$ cat src/rtl/morse_pkg.sv
// morse_pkg: shared symbol codes, state encoding and word constants for Morse playback
package morse_pkg;
  localparam logic [1:0] SYM_EMPTY = 2'b00;
  localparam logic [1:0] SYM_DOT = 2'b01;
  localparam logic [1:0] SYM_DASH = 2'b11;
  localparam logic [1:0] SYM_RSVD = 2'b10;
  localparam logic [2:0] SYMS_PER_WORD = 3'd5;
  localparam int UNIT_W = 8;
  typedef enum logic [3:0] {
    IDLE  = 4'd0,
    FETCH = 4'd1,
    LOAD  = 4'd2,
    MARK  = 4'd3,
    SGAP  = 4'd4,
    WGAP  = 4'd5
  } state_t;
  function automatic logic is_mark(input logic [1:0] s);
    return s == SYM_DOT || s == SYM_DASH;
  endfunction
endpackage

$ cat src/rtl/morse_unit_timer.sv
// morse_unit_timer: loadable tick down-counter; expire flags the final counted tick
module morse_unit_timer
  import morse_pkg::*;
(
  input  logic              clock,
  input  logic              resetn,
  input  logic              load,
  input  logic [UNIT_W-1:0] units,
  input  logic              tick,
  output logic              expire
);
  logic [UNIT_W-1:0] remaining;
  // reload on state entry, then count down one per tick
  always_ff @(posedge clock or negedge resetn) begin
    if (!resetn) remaining <= '0;
    else if (load) remaining <= units;
    else if (tick && remaining != '0) remaining <= remaining - 1'b1;
  end
  assign expire = tick && remaining == UNIT_W'(1);
endmodule

$ cat src/rtl/morse_playback.sv
// morse_playback: replays a RAM-stored Morse message on an LED; MORSE_PLAYBACK_REPEAT_EN loops forever
module morse_playback
  import morse_pkg::*;
#(
  parameter int ADDR_W     = 4,
  parameter int DATA_W     = 10,
  parameter int DOT_UNITS  = 1,
  parameter int DASH_UNITS = 3,
  parameter int SYM_GAP    = 1,
  parameter int WORD_GAP   = 3
) (
  input  logic              clock,
  input  logic              resetn,
  input  logic              tick,
  input  logic              start,
  input  logic              abort,
  input  logic [ADDR_W-1:0] length,
  output logic [ADDR_W-1:0] mem_addr,
  output logic              mem_rd,
  input  logic [DATA_W-1:0] mem_q,
  output logic              led,
  output logic [1:0]        symbol,
  output logic              busy,
  output logic              done
);
  state_t            state;
  logic [DATA_W-1:0] shreg;
  logic [ADDR_W-1:0] len;
  logic [2:0]        played;
  logic [1:0]        first_sym, next_sym;
  logic              more, tmr_load, tmr_tick, expire;
  logic [UNIT_W-1:0] tmr_units;

  function automatic logic [UNIT_W-1:0] mark_units(input logic [1:0] s);
    return s == SYM_DASH ? UNIT_W'(DASH_UNITS) : UNIT_W'(DOT_UNITS);
  endfunction

  // ticks only count while a mark or gap is being timed; FETCH/LOAD drop them
  assign tmr_tick = tick && (state == MARK || state == SGAP || state == WGAP);

  // timer reload: the duration of whichever timed state comes next
  always_comb begin
    first_sym = mem_q[DATA_W-1 -: 2];
    next_sym  = shreg[DATA_W-3 -: 2];
    more      = is_mark(next_sym) && played < SYMS_PER_WORD - 3'd1;
    tmr_load  = state == LOAD || ((state == MARK || state == SGAP) && expire);
    tmr_units = state == LOAD ? (is_mark(first_sym) ? mark_units(first_sym) : UNIT_W'(WORD_GAP)) :
                state == MARK ? (more ? UNIT_W'(SYM_GAP) : UNIT_W'(WORD_GAP)) :
                mark_units(next_sym);
  end

  morse_unit_timer u_timer (
    .clock (clock),
    .resetn(resetn),
    .load  (tmr_load),
    .units (tmr_units),
    .tick  (tmr_tick),
    .expire(expire)
  );

  // playback sequencer: every output is registered alongside the state
  always_ff @(posedge clock or negedge resetn) begin
    if (!resetn) begin
      state    <= IDLE;
      shreg    <= '0;
      len      <= '0;
      played   <= '0;
      mem_addr <= '0;
      mem_rd   <= 1'b0;
      led      <= 1'b0;
      symbol   <= SYM_EMPTY;
      busy     <= 1'b0;
      done     <= 1'b0;
    end else if (abort) begin
      state    <= IDLE;
      mem_addr <= '0;
      mem_rd   <= 1'b0;
      led      <= 1'b0;
      symbol   <= SYM_EMPTY;
      busy     <= 1'b0;
      done     <= 1'b0;
    end else begin
      mem_rd <= 1'b0;
      done   <= 1'b0;
      case (state)
        IDLE: if (start) begin
          len <= length;
          if (length == '0) done <= 1'b1;
          else begin
            state  <= FETCH;
            mem_rd <= 1'b1;
            busy   <= 1'b1;
          end
        end
        FETCH: state <= LOAD;
        LOAD: begin
          shreg  <= mem_q;
          played <= '0;
          if (is_mark(first_sym)) begin
            state  <= MARK;
            led    <= 1'b1;
            symbol <= first_sym;
          end else state <= WGAP;
        end
        MARK: if (expire) begin
          led    <= 1'b0;
          symbol <= SYM_EMPTY;
          state  <= more ? SGAP : WGAP;
        end
        SGAP: if (expire) begin
          shreg  <= shreg << 2;
          played <= played + 3'd1;
          state  <= MARK;
          led    <= 1'b1;
          symbol <= next_sym;
        end
        WGAP: if (expire) begin
          if (mem_addr != len - ADDR_W'(1)) begin
            mem_addr <= mem_addr + ADDR_W'(1);
            state    <= FETCH;
            mem_rd   <= 1'b1;
          end else begin
`ifdef MORSE_PLAYBACK_REPEAT_EN
            mem_addr <= '0;
            state    <= FETCH;
            mem_rd   <= 1'b1;
`else
            mem_addr <= '0;
            state    <= IDLE;
            busy     <= 1'b0;
            done     <= 1'b1;
`endif
          end
        end
        default: state <= IDLE;
      endcase
    end
  end
endmodule

$ cat config.mk
export PLATFORM = sky130hd
export DESIGN_NAME = morse_playback
export DESIGN_NICKNAME = d
export VERILOG_FILES = /design/src/rtl/morse_pkg.sv /design/src/rtl/morse_unit_timer.sv /design/src/rtl/morse_playback.sv
export SDC_FILE = /design/constraint.sdc
export NUM_CORES = 1
export LEC_CHECK = 0
export BUFFER_PORTS_ARGS = -buffer_cell sky130_fd_sc_hd__buf_2
export CAP_MARGIN = 5
export CORE_ASPECT_RATIO = 1.5
export CORE_MARGIN = 4
export CORE_UTILIZATION = 55
export DETAILED_ROUTE_END_ITERATION = 12
export HOLD_SLACK_MARGIN = 0.06
export MAX_ROUTING_LAYER = met4
export PLACE_DENSITY_LB_ADDON = 0.3
export SLEW_MARGIN = 20
export SYNTH_ARGS = -nofsm -noshare
export SYNTH_HDL_FRONTEND = slang
export SYNTH_SLANG_ARGS = --single-unit
$ cat constraint.sdc
create_clock -name clock -period 2.7 [get_ports clock]
set_input_delay 0.81 -clock clock [delete_from_list [all_inputs] [get_ports clock]]
set_output_delay 0.81 -clock clock [all_outputs]
set_load 0.01 [all_outputs]
==> impl_metrics.tcl <==
set metrics [dict create \
    outcome "completed" \
    drtPass1Iterations 4 \
    p_seq_share_pct 41.7 \
    root_buffer "clkbuf_8" \
    critPathArrivalTime_ns 2.46 \
    worstMarginPinSlew_ns 0.789 \
    layout_commonest_cell "dfrtp_1" \
    p_leak_nw 1.07 \
    min_path_cells 1 \
    die_h_um 83.1 \
    gr-usage-all-layers_pct 19.8 \
    worst_setup_path_start_kind "input port" \
    drive_gt1_share_pct 22.0 \
    period_share_pct 84.8 \
    yosysSeqAreaShare_pct 43.6 \
    final_core_util_pct 64.2 \
    htree_levels 2 \
    rr_startpoint "state[1]" \
    criticalPathCategory "input port to flop" \
    max_slew_margin_pct 47.4 \
    p_int_w 0.00132 \
    postCtsHoldBufs 0 \
    cts_resized 0 \
    fmax_mhz 437 \
    slew_violations 0 \
    vias 1667 \
    gp_congestion 0.873 \
    std_cell_rows 27 \
    min_from "symbol[1]" \
    setup_slack_ns 0.411 \
    power_switching_w 0.000856 \
    antenna_cells 0 \
    finalWirelength_mm 4.18 \
    ir_drop_v 0.000558 \
    ios 29 \
    core_area_mm2 0.00365 \
    numCtsBuffers 5 \
    worst-r2r-cell-count 5 \
    area_growth_syn_to_layout_pct 13.4 \
    final-setup-viol-count 0 \
    crit_path_max_incr_delay_ns 0.59 \
    cap_violations 0 \
    routed_via_density 5.77 \
    clock-sinks 36 \
    overflow 0 \
    place_ws_ns 0.203 \
    num-nets-final 271 \
    clkTransAtPathRegs_ns 0.07 \
    cp_max_fo 4 \
    clk_latency_ns 0.29 \
    post_cts_buffers 0 \
    syn_area_mm2 0.00207 \
    die_x_um 58.0 \
    rsz0062_at_grt "no" \
    synthArstFlopShare_pct 100 \
    synth_cell_types 44 \
    synth_edf_count 0 \
    crit_slowest_cell "or4_1" \
    grt_use_met1_pct 22.5 \
    cp-end-kind "flop" \
    holdPathEnd "symbol[1]" \
    cp_cell_sequence "buf_2 -> or4_1 -> a2111oi_0 -> o31ai_1 -> mux2i_1 -> nor2_1" \
    pwr-share-comb_pct 41.7 \
    synthCells 216 \
    syn_nets 241 \
    clockPowerShare_pct 16.6 \
    grt_use_met2_pct 32.7 \
    r2r_setup_slack_ns 0.45 \
    period_minus_slack_ns 2.29 \
    power.density_mw_per_mm2 929 \
    yosys_register_bits 36 \
    io_buffers 28 \
    busiest_layer "met2" \
    clock_skew_ns 0.00227 \
    synth_area_per_cell_um2 9.56 \
    cp.required_ns 2.87 \
    initial_core_util_pct 56.6 \
    stdcell_count 289 \
    yosys_warnings 0 \
    p_sw_share_pct 39.3 \
    grt_use_met3_pct 4.82 \
    dp_cells 282 \
    antenna_found_initial 0 \
    first_global_vias 1668 \
    finalHoldViolCount 0 \
    ys.flop_type "dfrtp_1" \
    grt_pass1_wl_mm 7.23 \
    drt_iter0_drc 59 \
    grt_max_degree 37 \
    cts_max_path_buffers 2 \
    timing.rr.end "mem_rd" \
    fillers 330 \
    wl_per_cell_um 14.5 \
    most-common-layout-cells "36 x dfrtp_1, 28 x buf_2, 27 x nor2_1" \
    cts_tree "done" \
    die_area_mm2 0.00482 \
    dp_hpwl_mm 3.02 \
    finalSetupTns_ns 0 \
    ant_nets 0 \
    drc_errors 0 \
    hp-class "flop to flop" \
]
==> routing by layer <==
layer / vias to the layer above / routed length, um
met5: - / 0
met4: 0 / 91
met3: 8 / 183
met2: 40 / 2120
met1: 793 / 1780
li1: 826 / -
==> logic make-up after synthesis <==
family | Yosys count | share of synthesized area (%)
AOI/OAI and AO/OA | 44 | 14.2
xor gates and xnor gates | 14 | 5.94
adders and majority gates | 6 | 3.63
buffers and inverters | 22 | 4.36
DFF | 36 | 43.6
muxes | 15 | 7.69
and+or+nand+nor | 79 | 20.5
==> worst max-delay path by stage <==
stage               depth (start not counted)        to      start  slack [ns]
floorplan                                   5  state[2]  length[1]        0.43
global placement                            6  state[2]  length[1]        0.24
detailed placement                          6  state[2]  length[1]        0.20
CTS                                         6  state[2]  length[1]        0.40
global route                                6  state[1]  length[1]        0.25
finish                                      6  state[2]  length[1]        0.41
==> registers in the layout, indices dropped and copies added (netlist names) <==
register	cells
shreg	8
u_timer.remaining	8
len	4
mem_addr	4
played	3
state	3
symbol	2
busy	1
done	1
led	1
mem_rd	1
==> stage by stage <==
| step | instance area (um^2) | power (W) | hold WS (ns) |
|---|---|---|---|
| 2_1_floorplan | 2070 | 0.00159 | 0.488 |
| 3_3_place_gp | 2260 | 0.00180 | 0.489 |
| 3_5_place_dp | 2260 | 0.00183 | 0.483 |
| 4_1_cts | 2340 | 0.00219 | 0.510 |
| 5_1_grt | 2340 | 0.00236 | 0.545 |
| 6_report | 2340 | 0.00218 | 0.506 |
==> power groups by stage <==
stage	sequential [W]	combinational (W)	clock [W]
floorplan	0.000874	0.000714	0
global placement	0.000909	0.000889	0
detailed placement	0.000915	0.000912	0
CTS	0.000906	0.000917	0.000372
global route	0.000935	0.00103	0.000397
finish	0.000908	0.000907	0.000361
==> area by class of cell <==
type | count | area (um^2) | area share (%)
Clock buffer | 6 | 72.6 | 3.10
Clock inverter | 1 | 5.00 | 0.214
Inverter | 10 | 37.5 | 1.60
Multi-Input combinational cell | 158 | 1080 | 46.1
Sequential cell | 36 | 901 | 38.5
Tap cell | 43 | 53.8 | 2.30
Timing Repair Buffer | 35 | 193 | 8.23
==> critical path, delay by kind of cell <==
kind	cells	cell delay, ns
and+or+nand+nor	2	0.64
AOI/OAI and AO/OA	2	0.72
muxes	1	0.19
buffers and inverters	1	0.10
==> cells in the mapped netlist (6+ instances only) <==
master	n	share of area (%)
mux2i_1	8	3.9
mux2_2	7	3.8
ha_1	6	3.6
nand2b_1	6	1.8
nand2_1	11	2.0
xnor2_1	7	3.0
nor2_1	27	4.9
nand3_1	8	1.9
inv_1	10	1.8
xor2_1	7	3.0
clkbuf_1	8	1.5
dfrtp_1	36	44
a21oi_1	11	2.7
(Power assumes the default switching activity.)
